===== config.mk =====
export PLATFORM = sky130hd
export DESIGN_NAME = octal_entry_encoder
export DESIGN_NICKNAME = d
export VERILOG_FILES = /design/src/rtl/octal_entry_pkg.sv /design/src/rtl/btn_conditioner.sv /design/src/rtl/octal_entry_encoder.sv
export SDC_FILE = /design/constraint.sdc
export NUM_CORES = 1
export LEC_CHECK = 0
export ABC_AREA = 1
export CAP_MARGIN = 0
export CELL_PAD_IN_SITES_DETAIL_PLACEMENT = 0
export CELL_PAD_IN_SITES_GLOBAL_PLACEMENT = 1
export CORE_ASPECT_RATIO = 1.4
export CORE_MARGIN = 2
export CORE_UTILIZATION = 45
export CTS_CLUSTER_DIAMETER = 120
export DETAILED_ROUTE_END_ITERATION = 10
export GPL_TIMING_DRIVEN = 0
export HOLD_SLACK_MARGIN = 0.06
export PLACE_DENSITY_LB_ADDON = 0.15
export SYNTH_ARGS = -nofsm -noshare
export SYNTH_HDL_FRONTEND = slang
export SYNTH_HIERARCHICAL = 1
export SYNTH_SLANG_ARGS = --single-unit

===== constraint.sdc =====
create_clock -name clk -period 3.5 [get_ports clk]
set_input_delay 0.7 -clock clk [delete_from_list [all_inputs] [get_ports clk]]
set_output_delay 0.7 -clock clk [all_outputs]
set_load 0.03 [all_outputs]

===== src/rtl/octal_entry_pkg.sv =====
// rtl/octal_entry_pkg.sv - shared types for the octal operand entry unit
package octal_entry_pkg;

    typedef enum logic [1:0] {
        IDLE,
        ENTRY,
        HOLD,
        ERR
    } state_t;

    localparam int MAX_DIGITS = 3;

    typedef enum logic [2:0] {
        EV_NONE,
        EV_CLEAR,
        EV_ENTER,
        EV_BACK,
        EV_DIGIT
    } event_t;

    // Only one event is acted on per cycle: clear > enter > back > digit.
    function automatic event_t select_event(
        input logic clr,
        input logic ent,
        input logic bck,
        input logic dig
    );
        if (clr) begin
            return EV_CLEAR;
        end else if (ent) begin
            return EV_ENTER;
        end else if (bck) begin
            return EV_BACK;
        end else if (dig) begin
            return EV_DIGIT;
        end
        return EV_NONE;
    endfunction

endpackage


===== src/rtl/btn_conditioner.sv =====
// rtl/btn_conditioner.sv - button synchronizer, debouncer and rising-edge pulse
module btn_conditioner #(
    parameter int DB_CYCLES = 4
) (
    input  logic clk,
    input  logic rst,
    input  logic btn_i,
    output logic level_o,
    output logic rise_o
);

    localparam int CW = $clog2(DB_CYCLES + 1);

    logic [1:0]    sync_q;
    logic          db_q;
    logic          db_d;
    logic [CW-1:0] cnt_q;
    logic [CW-1:0] cnt_d;
    logic          rise_q;
    logic          rise_d;

    // The counter only advances while the synchronized level disagrees with the accepted one.
    always_comb begin
        db_d   = db_q;
        cnt_d  = '0;
        rise_d = 1'b0;
        if (sync_q[1] != db_q) begin
            if (cnt_q == CW'(DB_CYCLES - 1)) begin
                db_d   = sync_q[1];
                rise_d = sync_q[1];
            end else begin
                cnt_d = cnt_q + CW'(1);
            end
        end
    end

    always_ff @(posedge clk or posedge rst) begin
        if (rst) begin
            sync_q <= '0;
            db_q   <= 1'b0;
            cnt_q  <= '0;
            rise_q <= 1'b0;
        end else begin
            sync_q <= {sync_q[0], btn_i};
            db_q   <= db_d;
            cnt_q  <= cnt_d;
            rise_q <= rise_d;
        end
    end

    assign level_o = db_q;
    assign rise_o  = rise_q;

endmodule


===== src/rtl/octal_entry_encoder.sv =====
// rtl/octal_entry_encoder.sv - assembles keyed octal digits into an 8-bit operand with commit handshake
module octal_entry_encoder
    import octal_entry_pkg::*;
#(
    parameter int DB_CYCLES = 4
) (
    input  logic       clk,
    input  logic       rst,
    input  logic [2:0] sw_digit,
    input  logic       btn_digit,
    input  logic       btn_back,
    input  logic       btn_enter,
    input  logic       btn_clear,
    input  logic       commit_ready,
    output logic       commit_valid,
    output logic [7:0] commit_data,
    output logic [7:0] value,
    output logic [1:0] ndig,
    output logic       err_ovf
);

    logic [3:0] btn_raw;
    logic [3:0] btn_level;
    logic [3:0] btn_rise;

    assign btn_raw = {btn_clear, btn_enter, btn_back, btn_digit};

    for (genvar i = 0; i < 4; i++) begin : g_btn
        btn_conditioner #(
            .DB_CYCLES(DB_CYCLES)
        ) u_btn (
            .clk    (clk),
            .rst    (rst),
            .btn_i  (btn_raw[i]),
            .level_o(btn_level[i]),
            .rise_o (btn_rise[i])
        );
    end

    logic [2:0] sw_s1_q;
    logic [2:0] sw_s2_q;

    always_ff @(posedge clk or posedge rst) begin
        if (rst) begin
            sw_s1_q <= '0;
            sw_s2_q <= '0;
        end else begin
            sw_s1_q <= sw_digit;
            sw_s2_q <= sw_s1_q;
        end
    end

    state_t     state_q, state_d;
    logic [7:0] value_q, value_d;
    logic [1:0] ndig_q, ndig_d;
    logic       err_q, err_d;
    logic       cv_q, cv_d;
    logic [7:0] cd_q, cd_d;
    event_t     ev;

    assign ev = select_event(btn_rise[3], btn_rise[2], btn_rise[1], btn_rise[0]);

    always_comb begin
        state_d = state_q;
        value_d = value_q;
        ndig_d  = ndig_q;
        err_d   = err_q;
        cv_d    = cv_q;
        cd_d    = cd_q;
        if (ev == EV_CLEAR) begin
            state_d = IDLE;
            value_d = '0;
            ndig_d  = '0;
            err_d   = 1'b0;
            cv_d    = 1'b0;
        end else begin
            unique case (state_q)
                IDLE: begin
                    if (ev == EV_DIGIT) begin
                        value_d = {5'b0, sw_s2_q};
                        ndig_d  = 2'd1;
                        state_d = ENTRY;
                    end
                end
                ENTRY: begin
                    unique case (ev)
                        EV_ENTER: begin
                            cv_d    = 1'b1;
                            cd_d    = value_q;
                            state_d = HOLD;
                        end
                        EV_BACK: begin
                            value_d = value_q >> 3;
                            ndig_d  = ndig_q - 2'd1;
                            if (ndig_q == 2'd1) begin
                                state_d = IDLE;
                            end
                        end
                        EV_DIGIT: begin
                            // A third digit only fits if the top octal digit is 0..3.
                            if ((ndig_q == 2'(MAX_DIGITS)) || ((ndig_q == 2'd2) && value_q[5])) begin
                                err_d   = 1'b1;
                                state_d = ERR;
                            end else begin
                                value_d = {value_q[4:0], sw_s2_q};
                                ndig_d  = ndig_q + 2'd1;
                            end
                        end
                        default: ;
                    endcase
                end
                HOLD: begin
                    if (commit_ready) begin
                        cv_d    = 1'b0;
                        value_d = '0;
                        ndig_d  = '0;
                        state_d = IDLE;
                    end
                end
                ERR: ;
                default: state_d = IDLE;
            endcase
        end
    end

    always_ff @(posedge clk or posedge rst) begin
        if (rst) begin
            state_q <= IDLE;
            value_q <= '0;
            ndig_q  <= '0;
            err_q   <= 1'b0;
            cv_q    <= 1'b0;
            cd_q    <= '0;
        end else begin
            state_q <= state_d;
            value_q <= value_d;
            ndig_q  <= ndig_d;
            err_q   <= err_d;
            cv_q    <= cv_d;
            cd_q    <= cd_d;
        end
    end

    assign commit_valid = cv_q;
    assign commit_data  = cd_q;
    assign value        = value_q;
    assign ndig         = ndig_q;
    assign err_ovf      = err_q;

    logic unused_levels;
    assign unused_levels = ^btn_level;

endmodule


==> impl_metrics.py, run 1 <==
metrics = {
    "run_status": {
        "status": "complete, no violations",
    },
    "place": {
        "dp.final_hpwl_um": 3440,
        "post-place-ws_ns": 1.29,
        "globalplace.congestion": 0.783,
        "io_buffers": 29,
        "placed_cells": 376,
    },
    "setup_path": {
        "path_buf_inv": 1,
        "path_class": "reg2out",
        "cp_top_family": "buffers and inverters",
        "worst_path_max_delay_cell": "clkdlybuf4s50_1",
        "required_ns": 2.80,
        "cp-start-kind": "flip-flop",
        "crit_chain": "clkdlybuf4s50_1",
        "slowest_delay_ns": 0.70,
        "r2r_cells": 9,
        "path_max_fanout": 5,
        "timing.rr.end": "value[4]",
        "arrival_ns": 1.43,
        "worst_setup_path_end_kind": "output pin",
        "r2r_start": "state_q[1]",
        "reg2reg_slack_ns": 1.51,
    },
    "synthesis": {
        "syn_nets": 299,
        "synth-main-ff-cell": "dfrtp_1",
        "synth_most_common_cell": "nand2_1",
        "syn-cell-area_um2": 2480,
        "synth_cells": 279,
        "synth_cell_type_count": 22,
        "synthDominantCellAreaShare": 0.565,
        "synth.yosys.seq_area_share": 0.565,
        "synthArstFlopShare": 1.00,
        "synth_warnings": 6,
        "synth.avg_cell_area_um2": 8.89,
        "synth_largest_area_cell": "dfrtp_1",
        "yosys-top-cells-count": "79 x nand2_1, 56 x dfrtp_1, 45 x inv_1",
        "synth_edf_count": 0,
        "ys_ff_latch": 56,
        "synth_area_leaders": "dfrtp_1 56%, nand2_1 12%, inv_1 6.8%, ha_1 5.0%, nor2_1 4.4%",
    },
    "worst_hold_path": {
        "min_path_type": "reg2reg",
        "min_path_cells": 0,
        "min_to": "sw_s2_q[2]",
        "hp-start": "sw_s1_q[2]",
    },
    "power_and_ir_drop": {
        "clkPwrFrac": 0.162,
        "power_uw": 2160,
        "p_sw_uw": 853,
        "cell_internal_pwr_uw": 1300,
        "swShare": 0.395,
        "leakagePower_uw": 0.00148,
        "ir_drop_v": 0.000333,
        "pwr-share-comb": 0.421,
        "powerDensity_nw_per_um2": 732,
        "seq_power_share": 0.417,
    },
    "sta": {
        "finalHoldViolations": 0,
        "tightest_slew_ns": 1.06,
        "final-max-slew-violation-count": 0,
        "setup_ws_ns": 1.37,
        "fin_crit_ns": 2.13,
        "fin_setup_tns_ns": 0,
        "fmax_mhz": 469,
        "rsz0062_at_grt": "false",
        "setup_viol": 0,
        "fin_crit_sh": 0.609,
        "slew_headroom": 0.295,
        "fin_skew_ns": 0.00322,
    },
    "clock_tree": {
        "cts_tree": "done",
        "h-tree-depth": 2,
        "root_buffer": "clkbuf_8",
        "clock-sinks": 56,
        "cts_resized": 0,
        "worstSkewPairLatency_ns": 0.30,
        "cts_hold_buf": 0,
        "numCtsBuffers": 5,
        "cts_setup_buffers": 0,
        "cts_max_path_buffers": 2,
        "path_clk_slew_ns": 0.09,
    },
    "floorplanning": {
        "pin_count": 30,
        "fp.dieW_um": 66.8,
        "die_h_um": 91.9,
        "num_rows": 32,
        "initial_utilization": 0.459,
        "fp.coreArea_um2": 5410,
        "dieArea_um2": 6130,
    },
    "global_routing": {
        "antenna_found_initial": 0,
        "overflow": 0,
        "grt_pass1_wl_um": 7780,
        "grt_pass1_vias": 1743,
        "grt_start_max_net_pins": 29,
        "track_usage": 0.168,
    },
    "finish": {
        "finalNetCount": 335,
        "antenna_cells": 0,
        "area_growth_pct": 18.8,
        "fillCellCount": 527,
        "drive_gt1_frac": 0.101,
        "fin_cells": 384,
        "final_util": 0.545,
    },
    "drt": {
        "first_pass_iters": 4,
        "ant_nets": 0,
        "avgViaCountPerCell": 4.77,
        "drc_errors": 0,
        "first_iter_violations": 79,
        "drt_wl_total_um": 4480,
        "routedWlPerCell_um": 11.7,
        "vias": 1832,
    },
    "flow_run": {
        "cap_viol_max_count": 0,
    },
}
[logic make-up after synthesis]
kind of cell | synth area share
AOI/OAI and AO/OA | 0.0570
adders and majority gates | 0.0504
buffers and inverters | 0.0792
DFF | 0.565
muxes | 0.00908
and+or+nand+nor | 0.240
[placed cells by master, fill, tap and decap left out, drive strengths merged]
master | synthesis | routed
o21ai | 16 | 16
nor3 | 3 | 3
inv | 46 | 46
ha | 10 | 10
buf | 3 | 3
o31ai | 1 | 1
dfrtp | 56 | 56
nor2 | 31 | 31
nand3 | 14 | 14
o21bai | 1 | 1
mux2 | 2 | 2
nand2 | 89 | 89
nand4 | 3 | 3
clkbuf | 0 | 8
clkdlybuf4s50 | 0 | 29
a21oi | 4 | 4
[metrics by stage]
step | hold WS, ns | area, µm²
finish | 0.351 | 2950
floorplan | 0.331 | 2480
detailed placement | 0.335 | 2860
CTS | 0.359 | 2950
global route | 0.374 | 2950
global placement | 0.331 | 2860
[sequential cells by signal, indices dropped and copies added (netlist names), 3 cells and up]
name,cells
g_btn.u_btn/cnt_q,12
commit_data,8
sw_s1_q,3
g_btn.u_btn/sync_q,8
g_btn.u_btn/level_o,4
g_btn.u_btn/rise_o,4
value,8
sw_s2_q,3
[cell type report]
| type | instances | area, µm² | share of cell area |
|---|---|---|---|
| multi-input combinational | 174 | 883 | 0.300 |
| tap | 68 | 85.1 | 0.0289 |
| inverter | 46 | 173 | 0.0586 |
| timing repair buffer | 29 | 290 | 0.0985 |
| clock buffer | 8 | 90.1 | 0.0306 |
| sequential | 56 | 1400 | 0.476 |
| buffer | 3 | 23.8 | 0.00807 |
[worst max-delay path by stage]
stage / startpoint / to / slack, ns / depth (start not counted)
after floorplan: ndig[0] / value[1] / 1.83 / 10
after global placement: rst / sw_s1_q[1] / 1.26 / 2
after detailed placement: rst / value[4] / 1.29 / 2
after CTS: ndig[0] / ndig[0] / 1.34 / 1
after global routing: ndig[0] / ndig[0] / 1.30 / 1
final: ndig[0] / ndig[0] / 1.37 / 1
[layer usage]
metal | vias up | GRT usage | part of all wire
li1 | 923 | - | -
met4 | 0 | 0.0663 | 0.017
met1 | 869 | 0.193 | 0.42
met2 | 34 | 0.299 | 0.53
met3 | 6 | 0.0307 | 0.036
met5 | - | 0 | 0
[power by group through the flow]
stage          Sequential, µW  Combinational [µW]  Clock (µW)
2_1_floorplan            1030                 502           0
3_3_place_gp              910                 910           0
3_5_place_dp              916                 915           0
4_1_cts                   903                 918         367
5_1_grt                   921                1020         389
6_report                  900                 909         349
Note: power is estimated with default switching activity, not from simulation.
==> run 2: changes to the inputs <==
Settings changed: CORE_UTILIZATION 45 to 38.
Clock period 3.5 ns to 1.91 ns, I/O delays scaled along.
==> run 2 against run 1 <==
Against the previous run:
- combinational power is 88% higher
- wire length is 3.3% higher
- highest routed layer unchanged
- first-iteration DRC count is 34% higher
- setup slack worse by 1.3 ns
- critical endpoint unchanged
- sequential power is 82% higher
- sequential cell count stayed put
==> impl_metrics.py, run 2 (synthesized netlist as in run 1, its figures left out) <==
metrics = {
    "sta": {
        "tightest_slew_ns": 1.10,
        "fin_crit_sh": 0.963,
        "finalHoldViolations": 0,
        "fin_crit_ns": 1.84,
        "fin_skew_ns": 0.00918,
        "final-max-slew-violation-count": 0,
        "fmax_mhz": 544,
        "rsz0062_at_grt": "false",
        "setup_ws_ns": 0.0703,
        "setup_viol": 0,
        "slew_headroom": 0.268,
    },
    "drt": {
        "routedWlPerCell_um": 11.9,
        "vias": 1849,
        "ant_nets": 0,
        "avgViaCountPerCell": 4.74,
        "first_pass_iters": 4,
        "drc_errors": 0,
        "first_iter_violations": 106,
        "drt_wl_total_um": 4630,
    },
    "finish": {
        "regMostFlops": "g_btn.u_btn/cnt_q",
        "final_util": 0.475,
        "antenna_cells": 0,
        "register_area_um2": 1400,
        "fin_cells": 390,
        "finalNetCount": 337,
        "area_growth_pct": 19.8,
        "drive_gt1_frac": 0.113,
        "multi_input_area_um2": 888,
        "final_common_cell": "nand2_1",
        "largest_register_ffs": 12,
        "final_area_um2": 2970,
        "layout_common_cells": "79 x nand2_1, 56 x dfrtp_1, 45 x inv_1, 29 x clkdlybuf4s50_1, 28 x nor2_1",
        "fillCellCount": 628,
    },
    "clock_tree": {
        "cts_max_path_buffers": 2,
        "cts_tree": "done",
        "worstSkewPairLatency_ns": 0.30,
        "cts_hold_buf": 0,
        "h-tree-depth": 2,
        "clock-sinks": 56,
        "path_clk_slew_ns": 0.10,
        "root_buffer": "clkbuf_8",
        "numCtsBuffers": 5,
    },
    "place": {
        "globalplace.congestion": 0.777,
        "io_buffers": 29,
        "placed_area_um2": 2860,
        "dp.final_hpwl_um": 3470,
        "placed_cells": 380,
        "post-place-ws_ns": -0.0461,
    },
    "setup_path": {
        "path_buf_inv": 1,
        "cp-start-kind": "flip-flop",
        "r2r_cells": 11,
        "required_ns": 1.53,
        "cp_top_family": "buffers and inverters",
        "path_max_fanout": 5,
        "slowest_delay_ns": 0.71,
        "worst_setup_path_end_kind": "output pin",
        "arrival_ns": 1.46,
        "crit_chain": "clkdlybuf4s50_1",
        "cp_num_cells": 1,
        "worst_path_max_delay_cell": "clkdlybuf4s50_1",
        "path_class": "reg2out",
    },
    "power_and_ir_drop": {
        "ir_drop_v": 0.000578,
        "cell_internal_pwr_uw": 2430,
        "seq_power_share": 0.409,
        "p_sw_uw": 1580,
        "clkPwrFrac": 0.165,
        "power_uw": 4010,
        "swShare": 0.395,
        "powerDensity_nw_per_um2": 1350,
        "pwr-share-comb": 0.426,
        "leakagePower_uw": 0.00149,
    },
    "floorplanning": {
        "fp.coreArea_um2": 6250,
        "initial_utilization": 0.397,
        "num_rows": 34,
        "die_h_um": 99.6,
        "pin_count": 30,
        "dieArea_um2": 7200,
        "fp.dieW_um": 72.3,
    },
    "worst_hold_path": {
        "min_path_type": "reg2reg",
        "min_path_cells": 0,
    },
    "global_routing": {
        "grt_pass1_wl_um": 7970,
        "busiest_layer": "met2",
        "grt_use_met2": 0.254,
        "gr-usage-met3": 0.0243,
        "track_usage": 0.144,
        "grt_pass1_vias": 1738,
        "grt_use_met1": 0.168,
        "overflow": 0,
        "grt_start_max_net_pins": 29,
        "antenna_found_initial": 0,
    },
    "flow_run": {
        "cap_viol_max_count": 0,
    },
    "run_status": {
        "status": "complete, no violations",
    },
}
## run 2: cell count changes in the layout (fill, tap and decap cells not counted), sizes merged
cell	delta
buf	+2
## run 2: through the flow
stage	TNS [ns]	hold slack, ns
2_1_floorplan	0	0.185
3_3_place_gp	-0.418	0.332
3_5_place_dp	-1.30	0.337
4_1_cts	0	0.359
5_1_grt	0	0.364
6_report	0	0.356
## run 2: path summary, 6_finish.rpt
check	start	endpoint	slack, ns
min	g_btn[3].u_btn/sync_q[0]	g_btn[3].u_btn/sync_q[1]	0.36
max in group asynchronous	rst	commit_data[5]	0.43
min in group asynchronous	rst	g_btn[0].u_btn/sync_q[0]	0.46
max	ndig[0]	ndig[0]	0.07
max reg2reg	state_q[0]	value[0]	0.17
min reg2reg	g_btn[3].u_btn/sync_q[0]	g_btn[3].u_btn/sync_q[1]	0.36
## run 2: power groups by stage
stage / Clock (µW) / Sequential [µW] / Combinational [µW]
6_report: 660 / 1640 / 1710
5_1_grt: 735 / 1680 / 1930
4_1_cts: 697 / 1650 / 1690
3_5_place_dp: 0 / 1670 / 1680
3_3_place_gp: 0 / 1660 / 1670
2_1_floorplan: 0 / 1890 / 919
## run 2: cell type report
cell class	count	share of cell area
Sequential cell	56	0.472
Tap cell	72	0.0303
Timing Repair Buffer	31	0.103
Inverter	46	0.0581
Buffer	3	0.00800
Multi-Input combinational cell	174	0.299
Clock buffer	8	0.0303
## run 2: repair_timing
| item | CTS | global route |
|---|---|---|
| gates cloned | 0 | 0 |
| pin swaps | 0 | 1 |
| gates resized for setup | 1 | 1 |
| endpoints found under the hold margin | 0 | 0 |
| endpoints found under the setup margin | 3 | 7 |
| buffers inserted | 0 | 2 |
## run 2: per-layer routing
layer	vias to the layer above	wire length, µm
li1	929	-
met1	882	1940
met2	33	2450
met3	5	149
met4	0	86
met5	-	0
## run 2: worst reg2reg max path, stage by stage (launching register included)
cell,delay (ns)
dfrtp_1,0.38
inv_1,0.07
ha_1,0.35
inv_1,0.05
nor2_1,0.08
nor2_1,0.04
nand2_1,0.09
nand2_1,0.11
nor2_4,0.16
buf_6,0.18
nand3_1,0.10
nand2_1,0.07
==> run 3: changes to the inputs <==
==> constraint.sdc (replaced) <==
create_clock -name clk -period 1.91 [get_ports clk]
set_input_delay 0.382 -clock clk [delete_from_list [all_inputs] [get_ports clk]]
set_output_delay 0.382 -clock clk [all_outputs]
set_load 0.02 [all_outputs]
==> results of run 3 <==
Same layout as run 2 (identical final DEF). Status: complete, no violations.
Main changes from that run: setup slack after layout 0.0703 ns -> 0.137 ns; total power 4010 µW -> 3910 µW; worst IR drop on VDD 0.000578 V -> 0.000577 V
